--- src/rtl/turfio_mode1_arbiter.sv ---
// turfio_mode1_arbiter: packet-granular round-robin arbiter feeding the TURFIO mode1 command stream.
module turfio_mode1_arbiter #(
  parameter int NREQ    = 4,
  parameter int TIMEOUT = 1024
) (
  input  logic              sysclk_i,
  input  logic              rst_i,
  input  logic [8*NREQ-1:0] s_tdata,
  input  logic [2*NREQ-1:0] s_tuser,
  input  logic [3*NREQ-1:0] s_tdest,
  input  logic [NREQ-1:0]   s_tlast,
  input  logic [NREQ-1:0]   s_tvalid,
  output logic [NREQ-1:0]   s_tready,
  output logic [7:0]        m_tdata,
  output logic [1:0]        m_tuser,
  output logic [2:0]        m_tdest,
  output logic              m_tvalid,
  input  logic              m_tready,
  output logic [NREQ-1:0]   grant_o,
  output logic              timeout_o,
  output logic [15:0]       timeout_count_o
);
  localparam int GW = $clog2(NREQ);
  localparam int TW = $clog2(TIMEOUT);
  typedef enum logic [1:0] {IDLE, LOAD, SEND, LOCK} state_t;
  state_t state_q, state_d;
  logic [GW-1:0] gnt_q, gnt_d, ptr_q, ptr_d, rr_idx, cand;
  logic [NREQ-1:0] gnt_oh;
  logic sel_valid;
  logic last_q, last_d, m_tvalid_q, m_tvalid_d, timeout_q, timeout_d;
  logic [7:0] data_q, data_d;
  logic [1:0] user_q, user_d;
  logic [2:0] dest_q, dest_d;
  logic [TW-1:0] timer_q, timer_d;
  logic [15:0] tcnt_q, tcnt_d;
  assign gnt_oh    = NREQ'(1) << gnt_q;
  assign sel_valid = |(s_tvalid & gnt_oh);
  assign grant_o   = (state_q == IDLE) ? '0 : gnt_oh;
  assign s_tready  = (state_q == LOAD) ? (s_tvalid & gnt_oh) : '0;
  assign m_tdata   = data_q;
  assign m_tuser   = user_q;
  assign m_tdest   = dest_q;
  assign m_tvalid  = m_tvalid_q;
  assign timeout_o = timeout_q;
  assign timeout_count_o = tcnt_q;
  // Scan downward so the nearest valid index after ptr wins.
  always_comb begin
    rr_idx = '0;
    cand = '0;
    for (int k = NREQ; k >= 1; k--) begin
      cand = GW'((int'(ptr_q) + k) % NREQ);
      if (s_tvalid[cand]) rr_idx = cand;
    end
  end
  always_comb begin
    state_d    = state_q;
    gnt_d      = gnt_q;
    ptr_d      = ptr_q;
    last_d     = last_q;
    m_tvalid_d = m_tvalid_q;
    data_d     = data_q;
    user_d     = user_q;
    dest_d     = dest_q;
    timer_d    = timer_q;
    tcnt_d     = tcnt_q;
    timeout_d  = 1'b0;
    case (state_q)
      IDLE: if (|s_tvalid) begin
        gnt_d   = rr_idx;
        state_d = LOAD;
      end
      LOAD: if (sel_valid) begin
        data_d     = s_tdata[8*gnt_q +: 8];
        user_d     = s_tuser[2*gnt_q +: 2];
        dest_d     = s_tdest[3*gnt_q +: 3];
        last_d     = s_tlast[gnt_q];
        m_tvalid_d = 1'b1;
        state_d    = SEND;
      end else begin
        ptr_d   = gnt_q;
        state_d = IDLE;
      end
      SEND: if (m_tready) begin
        m_tvalid_d = 1'b0;
        timer_d    = '0;
        ptr_d      = last_q ? gnt_q : ptr_q;
        state_d    = last_q ? IDLE : LOCK;
      end
      LOCK: if (sel_valid) state_d = LOAD;
      else if (timer_q == TW'(TIMEOUT - 1)) begin
        timeout_d = 1'b1;
        tcnt_d    = tcnt_q + 16'(tcnt_q != 16'hFFFF);
        timer_d   = '0;
        ptr_d     = gnt_q;
        state_d   = IDLE;
      end else timer_d = timer_q + TW'(1);
      default: state_d = IDLE;
    endcase
  end
  always_ff @(posedge sysclk_i) begin
    if (rst_i) begin
      state_q    <= IDLE;
      gnt_q      <= '0;
      ptr_q      <= GW'(NREQ - 1);
      last_q     <= 1'b0;
      m_tvalid_q <= 1'b0;
      data_q     <= '0;
      user_q     <= '0;
      dest_q     <= '0;
      timer_q    <= '0;
      tcnt_q     <= '0;
      timeout_q  <= 1'b0;
    end else begin
      state_q    <= state_d;
      gnt_q      <= gnt_d;
      ptr_q      <= ptr_d;
      last_q     <= last_d;
      m_tvalid_q <= m_tvalid_d;
      data_q     <= data_d;
      user_q     <= user_d;
      dest_q     <= dest_d;
      timer_q    <= timer_d;
      tcnt_q     <= tcnt_d;
      timeout_q  <= timeout_d;
    end
  end
endmodule
--- config.mk ---
export PLATFORM = sky130hd
export DESIGN_NAME = turfio_mode1_arbiter
export DESIGN_NICKNAME = d
export VERILOG_FILES = /design/src/rtl/turfio_mode1_arbiter.sv
export SDC_FILE = /design/constraint.sdc
export NUM_CORES = 1
export LEC_CHECK = 0
export BUFFER_PORTS_ARGS = -buffer_cell sky130_fd_sc_hd__buf_4
export CORE_ASPECT_RATIO = 1.1
export CORE_MARGIN = 2
export CORE_UTILIZATION = 50
export DETAILED_ROUTE_END_ITERATION = 10
export PLACE_DENSITY = 0.91
export SETUP_SLACK_MARGIN = 0.2
export SLEW_MARGIN = 40
export SYNTH_ARGS = -nofsm -noshare
export SYNTH_HDL_FRONTEND = slang
export SYNTH_SLANG_ARGS = --single-unit
--- constraint.sdc ---
create_clock -name sysclk_i -period 5.6 [get_ports sysclk_i]
set_input_delay 0.84 -clock sysclk_i [delete_from_list [all_inputs] [get_ports sysclk_i]]
set_output_delay 0.84 -clock sysclk_i [all_outputs]
set_load 0.05 [all_outputs]
# After elaboration in Yosys (flattened, before gate mapping)

Index checks and enable logic that the tools add are counted.

Output and inout bits: 39
Word-level logic and storage cells: 94
Input bits: 63
Register bits after elaboration: 48

Add/subtract/negate cells: 6
$lt $le $gt $ge: 5
Reduce and logical (&&, ||, !) cells: 14
Multipliers: 1
Muxes and demuxes: 37
Equality and inequality tests: 13
Shift operators: 4
Bitwise gates (word level): 3

Operator list:

| cell                    | count |
|---|---|
| $shiftx A32 B6 Y8       | 1 |
| $mux W10                | 3 |
| $mux W2                 | 15 |
| $pmux W10 S2            | 1 |
| $add A16 B1 Y16         | 1 |
| $ne A16 B16 Y1 const B  | 1 |
| $lt A2 B3 Y1 const B    | 5 |
| $ne A2 B2 Y1 const B    | 6 |
| $reduce_and A3 Y1       | 4 |
| $shiftx A12 B5 Y3       | 1 |
| $add A10 B1 Y10 const B | 1 |
| $bmux W1 S2             | 5 |
| $eq A10 B10 Y1 const B  | 1 |
| $mux W1                 | 8 |
| $mux W4                 | 2 |
| $pmux W2 S4             | 1 |
| $reduce_or A4 Y1        | 2 |
| $shiftx A8 B4 Y2        | 1 |
| $pmux W2 S3             | 1 |
| $reduce_and A6 Y1       | 1 |
| $reduce_or A6 Y1        | 1 |
| $add A2 B1 Y2 const B   | 2 |
| $add A2 B2 Y2 const B   | 2 |
| $and A4 B4 Y4           | 1 |
| other kinds (12)        | 16 |

# Longest topological paths before layout

Gate-level depths: netlist (run 1).

Depth after elaboration: 7
Depth in mapped cells: 9
Gate-level depth less buffers: 9

# Least setup slack after synthesis (run 1)

No wires, ideal clock.

Kind: flip-flop to output port
Start: register gnt_q[1]
End: output grant_o[2]
Slack: 2.404 ns
Arrival time: 2.356 ns
Path buffers: 3
Cell stages (with the launch flop): 5
Required time: 4.760 ns
Path through: dfxtp_1 -> clkbuf_1 -> clkbuf_1 -> clkbuf_1 -> nor3b_1

Longest elaborated chain between the ends: 2

RTL lines:

| element                | RTL line | text |
|---|---|---|
| start, declared        | 27       | `logic [GW-1:0] gnt_q, gnt_d, ptr_q, ptr_d, rr_idx, cand;` |
| start signal, assigned | 115      | `gnt_q <= gnt_d;` |
| $shl A1 B2 Y4          | 36       | `assign gnt_oh = NREQ'(1) << gnt_q;` |
| $mux W4                | 38       | `assign grant_o = (state_q == IDLE) ? '0 : gnt_oh;` |
| end, declared          | 19       | `output logic [NREQ-1:0] grant_o,` |

No other way between the ends.

# Final worst setup path (run 1)

Start: register gnt_q[0]
End: register tcnt_q[13] (netlist: timeout_count_o[13])

Longest elaborated chain between the ends: 5

RTL lines:

| element                     | RTL line | text |
|---|---|---|
| $shl A1 B2 Y4               | 36       |  |
| $and A4 B4 Y4               | 37       | `assign sel_valid = \|(s_tvalid & gnt_oh);` |
| $reduce_or A4 Y1            | 37       |  |
| $not A1 Y1 (no line)        | -        |  |
| $reduce_and A3 Y1 (no line) | -        |  |
| end signal, assigned        | 123      | `tcnt_q <= tcnt_d;` |
| end, declared               | 35       | `logic [15:0] tcnt_q, tcnt_d;` |

No other way between the ends.
A chain may end at the register's enable or synchronous reset.

==> metrics, run 1 <==
outcome complete, no violations; Critical Path Start Type register; distinct cell type count of the synthesized netlist 49; Synth area leader dfxtp_1; sequential area share after synthesis 33.4%; worst-margin pin slew 689 ps; post-synthesis area per instance roughly 8.6 sq um; TritonCTS clock tree done; post-route ant nets 0; layout-stage area growth over the synthesis result 29.8%; share of cells above drive strength 1 32.0%; count of inserted antenna diode cells 0; die width about 76 um; initial antenna violation count 0; detailed-route DRC error count 0; wire length of the first global-routing pass roughly 12 mm; Via density 5.92; worst reg2reg startpoint gnt_q[0]; data arrival at the endpoint of the critical path 3060 ps; number of nets in the final layout 492; warnings from Yosys 0; net count after synthesis 404; router iterations before antenna repair 4; share of the synthesized area in the top cell type between 30% and 40%; cell at the root of the clock tree clkbuf_8; WS Path Type register to register; final hold violations 0; total negative slack for setup checks 0 ps; Clk Latency, worst-skew pair 300 ps; area of the mapped netlist 2880 sq um; number of top-level pins about 100; CTS H-Tree Depth 2; origin of the worst min-delay path m_tdata[6]; routed wire length 7.55 mm; synthesized netlist cell count 333; predominant post-synthesis flop cell dfxtp_1; IR drop worst, VDD 135 uV; max-slew violation total from the final report 0; Worst-path clk slew 90 ps; final critical-path required period about 2900 ps; max-cap viol count 0; Max Clock Skew 9.34 ps; Overflow after GRT 0; power density over cell area ~220 nW/um^2; largest net degree at the start of global routing 56; largest buffer count on any clock path 2; worst slew margin relative to its limit 54.1%; hold path endpoint m_tdata[6]; largest driver fanout on the critical path 24; static leakage 1.48 nW; unrepaired setup endpoints after global routing false; post-cts repair resize count 0; path class of the lowest-slack min-delay path register to register; Routed wire per std cell 15.2 um; Floorplan Core Area 5470 sq um; total non-filler cell area in the finished layout 3730 sq um; buffers added on ports between 100 and 150; clk sinks 48; number of placement rows 28; number of setup buffers added after CTS 0; routability congestion estimate 0.878; placed cell areas ~3600 sq um; cells taking the most area after synthesis dfxtp_1, mux4_2, nand2_1; number of global-route vias before repair around 2700; starting utilization of the core area 52.6%; worst flop-to-flop path endpoint timeout_count_o[13]; kind of capture point of the worst setup path register; via total after detailed routing 2944; overall die height 83.5 um; First DRT Iteration DRCs 164; Async SR Flop Fraction 0%; number of synthesized flops with an enable pin 0; fmax 349 MHz; cts hold-fix bufs 0; number of cells on the worst hold path 2; total die area around 6400 sq um; minimum setup slack among reg-to-reg paths between 2000 and 3000 ps; required time at the worst-slack endpoint 5800 ps; final setup violation count 0; Register-to-Register Path Depth 4; DPL Wire Length 5.79 mm; All-Layer GR Usage 23.3%; TritonCTS Buffers 5; fin crit share 51.1%; Seq cells post-synth 48
[report_power, final]
part           switching, mW  internal, mW
registers             0.0290         0.359
clock network          0.115         0.100
logic                  0.120         0.106
total                  0.264         0.565
[area by class of cell]
cell class              instances  area [sq um]
inverters                       8          30.0
flip-flops and latches         48           963
clock buffers                   6          82.6
clock inverters                 2          15.0
fillers                       454          1730
multi-input cells             257          1790
repair buffers                101           758
well taps                      75          93.8
[how the worst max path moves through the flow]
stage | cells after the start | slack [ps] | to | start
after detailed placement | 5 | 2630 | timeout_count_o[13] | s_tvalid[3]
after global placement | 4 | 2430 | timeout_count_o[5] | gnt_q[0]
final | 4 | 2740 | timeout_count_o[13] | gnt_q[0]
after CTS | 4 | 2750 | timeout_count_o[13] | gnt_q[0]
after global routing | 4 | 2490 | timeout_count_o[13] | gnt_q[0]
after floorplan | 4 | 2400 | grant_o[2] | gnt_q[1]
[stage by stage]
step	cells	power (mW)	worst slack [ps]	util, %	hold slack, ps
after CTS	497	0.832	2750	68.2	463
after global routing	497	0.869	2490	68.3	477
final	497	0.829	2740	68.3	463
after detailed placement	489	0.621	2630	66.4	451
after global placement	489	0.613	2430	66.4	445
after floorplan	333	0.545	2400	-	437
[flip-flops by register name (all words and copies together), names as in the netlist]
register / flops
timer_q: 10
m_tvalid: 1
ptr_q: 2
m_tdest: 3
gnt_q: 2
m_tuser: 2
timeout_o: 1
last_q: 1
timeout_count_o: 16
m_tdata: 8
state_q: 2
[cell usage in the layout (no fill, tap or decap), types with 2 or more instances in the layout]
cell type / instances
mux2_2: 4
clkinvlp_4: 2
nor2b_1: 10
o211a_1: 2
buf_4: 101
and3_1: 7
nand3_1: 12
nor4_1: 7
clkbuf_8: 6
nand2b_1: 4
nor3_1: 11
o21ai_0: 11
inv_1: 7
and4_1: 2
o211ai_1: 2
dfxtp_1: 46
or4_1: 5
o41ai_1: 4
nor3b_1: 2
mux2i_1: 3
dfxtp_2: 2
a2111oi_0: 2
nand2_1: 52
o31ai_1: 4
or2_2: 3
or3_1: 5
ha_1: 8
o311ai_0: 2
o21a_1: 2
mux2_1: 4
a21oi_1: 33
mux4_2: 15
nand4_1: 7
o311ai_1: 2
nor2_1: 17
[logic make-up after synthesis]
family / count (synthesis) / share of synthesized area [%]
AO/OA/AOI/OAI: 71 / 15.4
adder cells (fa/ha/maj): 8 / 3.48
buffers and inverters: 28 / 4.44
flip-flops: 48 / 33.4
multiplexers: 26 / 15.9
AND/OR/NAND/NOR: 152 / 27.3
[synthesized netlist by cell type (3+ instances only)]
library cell and number:
or3_1 5, clkbuf_1 15, nand2b_1 4, a2111oi_0 3
or4_1 5, o41ai_1 4, o31ai_1 4, nor4_1 7
ha_1 8, nor3_1 11, buf_6 3, nor2_1 17
and3_1 7, nand3_1 12, mux2_2 4, inv_1 7
nor2b_1 10, nand2_1 52, or2_2 3, mux2i_1 3
a21oi_1 33, nand4_1 7, mux2_1 4, o21ai_0 11
dfxtp_1 48, mux4_2 15
[per-layer routing]
metal,part of all wire [%],up-vias,wire length (um),track usage (%)
met4,2.5,0,189,8.10
li1,-,1410,-,-
met3,7.4,22,556,5.74
met5,0,-,0,0
met1,38,1377,2880,26.1
met2,52,135,3930,42.7
[critical path, cell delays in order, from the launching register on]
cell	delay, ps
dfxtp_2	740
mux4_2	740
or3_4	530
nor4_1	370
mux2_2	370
Power figures use the tool's default switching activity.
==> run 2, diff against run 1 <==
--- a/config.mk
+++ b/config.mk
@@ -5,12 +5,13 @@
 export SDC_FILE = /design/constraint.sdc
 export NUM_CORES = 1
 export LEC_CHECK = 0
+export ABC_AREA = 1
 export BUFFER_PORTS_ARGS = -buffer_cell sky130_fd_sc_hd__buf_4
 export CORE_ASPECT_RATIO = 1.1
 export CORE_MARGIN = 2
 export CORE_UTILIZATION = 50
 export DETAILED_ROUTE_END_ITERATION = 10
-export PLACE_DENSITY = 0.91
+export PLACE_DENSITY = 0.9
 export SETUP_SLACK_MARGIN = 0.2
 export SLEW_MARGIN = 40
 export SYNTH_ARGS = -nofsm -noshare
==> constraint.sdc (replaced) <==
create_clock -name sysclk_i -period 2.95 [get_ports sysclk_i]
set_input_delay 0.4425 -clock sysclk_i [delete_from_list [all_inputs] [get_ports sysclk_i]]
set_output_delay 0.4425 -clock sysclk_i [all_outputs]
set_load 0.05 [all_outputs]
==> run 2 against run 1 <==
  * Clock power rose to 2.5 times the previous value
  * Critical path depth rose by 4
  * Cell count rose by 30%
  * First-iteration DRC count rose by 3.0%
  * Total power rose to 3.3 times the previous value
==> metrics, run 2 <==
First DRT Iteration DRCs 169 (+3.0%); data arrival at the endpoint of the critical path 2500 ps (-560 ps); CTS H-Tree Depth 2 (unchanged); number of placement rows 29 (+3.6%); outcome complete, no violations; share of cells above drive strength 1 23.1% (-8.9 points); predominant post-synthesis flop cell dfxtp_1; sequential area share after synthesis 31.3% (-2.1 points); total negative slack for setup checks 0 ps (unchanged); initial antenna violation count 0 (unchanged); layout-stage area growth over the synthesis result 29.8% (about the same); TritonCTS Buffers 5 (unchanged); max-cap viol count 0 (unchanged); total die area 6780 sq um (+6.4%); placed cell areas 3850 sq um (+6.1%); final hold violations 0 (unchanged); number of nets in the final layout 638 (+30%); total non-filler cell area in the finished layout 3980 sq um (+6.7%); Register-to-Register Path Depth 8 (+4); fmax 433 MHz (+24%); final worst setup slack 641 ps (-2100 ps); number of instances in the placed design 637 (+30%); All-Layer GR Usage 25.3% (+2.0 points); count of inserted antenna diode cells 0 (unchanged); Critical Path Start Type register; number of synthesized flops with an enable pin 0 (unchanged); number of flip-flops in the largest register 16 (unchanged); path class of the lowest-slack min-delay path input port to register; hold path endpoint m_tuser[1]; share of the synthesized area in the top cell type 31.3% (-2.1 points); origin of the worst min-delay path s_tuser[3]; post-cts repair resize count 0 (unchanged); commonest cells after routing, fill and taps aside nand2_1, buf_4, a21oi_1; max-slew violation total from the final report 0 (unchanged); largest net degree at the start of global routing 31 (-45%); routed wire length 8.50 mm (+13%); fin cells 644 (+30%); Async SR Flop Fraction 0% (unchanged); Fill cells 489 (+7.7%); worst reg2reg startpoint gnt_q[1]; IR drop worst, VDD 547 uV (+310%); worst-margin pin slew 691 ps (+2.77 ps); worst setup slack before clock tree synthesis 691 ps (-1940 ps); clk sinks 48 (unchanged); Via density 5.53 (-6.7%); die width 78.7 um (+3.1%); power density over cell area 684 nW/um^2 (+210%); kind of capture point of the worst setup path register; most frequent cells after synthesis nand2_1, a21oi_1, dfxtp_1; distinct cell type count of the synthesized netlist 32 (-35%); post-synthesis area per instance 6.46 sq um (-25%); unrepaired setup endpoints after global routing false; worst slew margin relative to its limit 53.9% (-0.21 points); starting utilization of the core area 52.5% (-0.072 points); largest driver fanout on the critical path 15 (-38%); final critical-path required period 2310 ps (-555 ps); cells taking the most area after synthesis dfxtp_1, nand2_1, a21oi_1; buffers added on ports 101 (unchanged); final setup violation count 0 (unchanged); synthesized netlist cell count 475 (+43%); WS Path Type register to register; Routed wire per std cell 13.2 um (-13%); Seq cells post-synth 48 (unchanged); post-route ant nets 0 (unchanged); cell with the most instances after synthesis nand2_1; wire length of the first global-routing pass 13.9 mm (+12%); worst flop-to-flop path endpoint timeout_count_o[12]; via total after detailed routing 3560 (+21%); leading cell type in the layout, fill and taps excluded nand2_1; required time at the worst-slack endpoint 3140 ps (-2660 ps); Final Total Pwr 2.72 mW (+230%); routability congestion estimate 1.00 (+14%); area of the mapped netlist 3070 sq um (+6.7%); number of setup buffers added after CTS 0 (unchanged); minimum setup slack among reg-to-reg paths 640 ps (-2100 ps); TritonCTS clock tree done; net count after synthesis 546 (+35%); Max Clock Skew 6.03 ps (-3.31 ps); static leakage 1.77 nW (+19%); Overflow after GRT 0 (unchanged); fin crit share 78.3% (+27 points); DPL Wire Length 6.42 mm (+11%); Synth area leader dfxtp_1; cts hold-fix bufs 0 (unchanged); router iterations before antenna repair 5 (+1); overall die height 86.2 um (+3.2%); number of global-route vias before repair 3267 (+20%); detailed-route DRC error count 0 (unchanged); number of top-level pins 102 (unchanged); largest buffer count on any clock path 2 (unchanged); Floorplan Core Area 5840 sq um (+6.9%); Clk Latency, worst-skew pair 300 ps (about the same); Worst-path clk slew 90 ps (about the same); warnings from Yosys 0 (unchanged); number of cells on the worst hold path 3 (+1); cell at the root of the clock tree clkbuf_8
==> run 2: how the worst max path moves through the flow <==
stage / start / to / cells past startpoint
after global placement: gnt_q[1] / timeout_count_o[12] / 8
after global routing: gnt_q[1] / timeout_count_o[10] / 8
final: gnt_q[1] / timeout_count_o[12] / 8
after CTS: gnt_q[1] / timeout_count_o[12] / 8
after floorplan: timeout_count_o[4] / timeout_count_o[12] / 11
after detailed placement: gnt_q[1] / timeout_count_o[12] / 8
==> run 2: logic make-up after synthesis <==
| family | count (synthesis) | synth area share [%] |
|---|---|---|
| simple gates | 240 | 34.4 |
| compound gates | 102 | 18.9 |
| buf+inv | 65 | 8.68 |
| flops | 48 | 31.3 |
| xor+xnor | 12 | 3.42 |
| fa+ha+maj | 8 | 3.26 |
==> run 2: stage by stage <==
| step | utilization (%) | hold WS [ps] |
|---|---|---|
| 3_5_place_dp | 65.9 | 456 |
| 4_1_cts | 68.1 | 422 |
| 2_1_floorplan | - | 442 |
| 6_report | 68.2 | 425 |
| 5_1_grt | 68.2 | 440 |
| 3_3_place_gp | 65.9 | 451 |
==> run 2: report_power, final <==
group	switching [mW]	total (mW)	internal [mW]
logic	0.897	1.34	0.440
registers	0.0896	0.841	0.751
clock network	0.213	0.547	0.333
total	1.20	2.72	1.52
==> run 2: cell type report <==
| cell class | instances | area [sq um] | share of cell area (%) |
|---|---|---|---|
| flip-flops and latches | 48 | 961 | 24.1 |
| repair buffers | 103 | 773 | 19.4 |
| clock inverters | 2 | 60.1 | 1.51 |
| well taps | 77 | 96.3 | 2.42 |
| clock buffers | 5 | 68.8 | 1.73 |
| inverters | 47 | 179 | 4.49 |
| multi-input cells | 362 | 1840 | 46.3 |
==> run 2: critical path, stage by stage, from the launching register on <==
cell and delay (ps):
dfxtp_1 410, nor2_2 530, nand2_2 110, nand2_2 150, nor2_8 60, nand3_1 330
clkinv_1 370, nand2_1 150, a21oi_1 70
==> run 2: metal layers <==
metal  GRT usage, %  share of wire, %  vias up  wire (um)
li1               -                 -     1747          -
met1           27.7                39     1636       3310
met2           46.4                51      157       4350
met3           6.04               7.8       20        667
met4           10.7               2.1        0        177
met5              0                 0        -          0
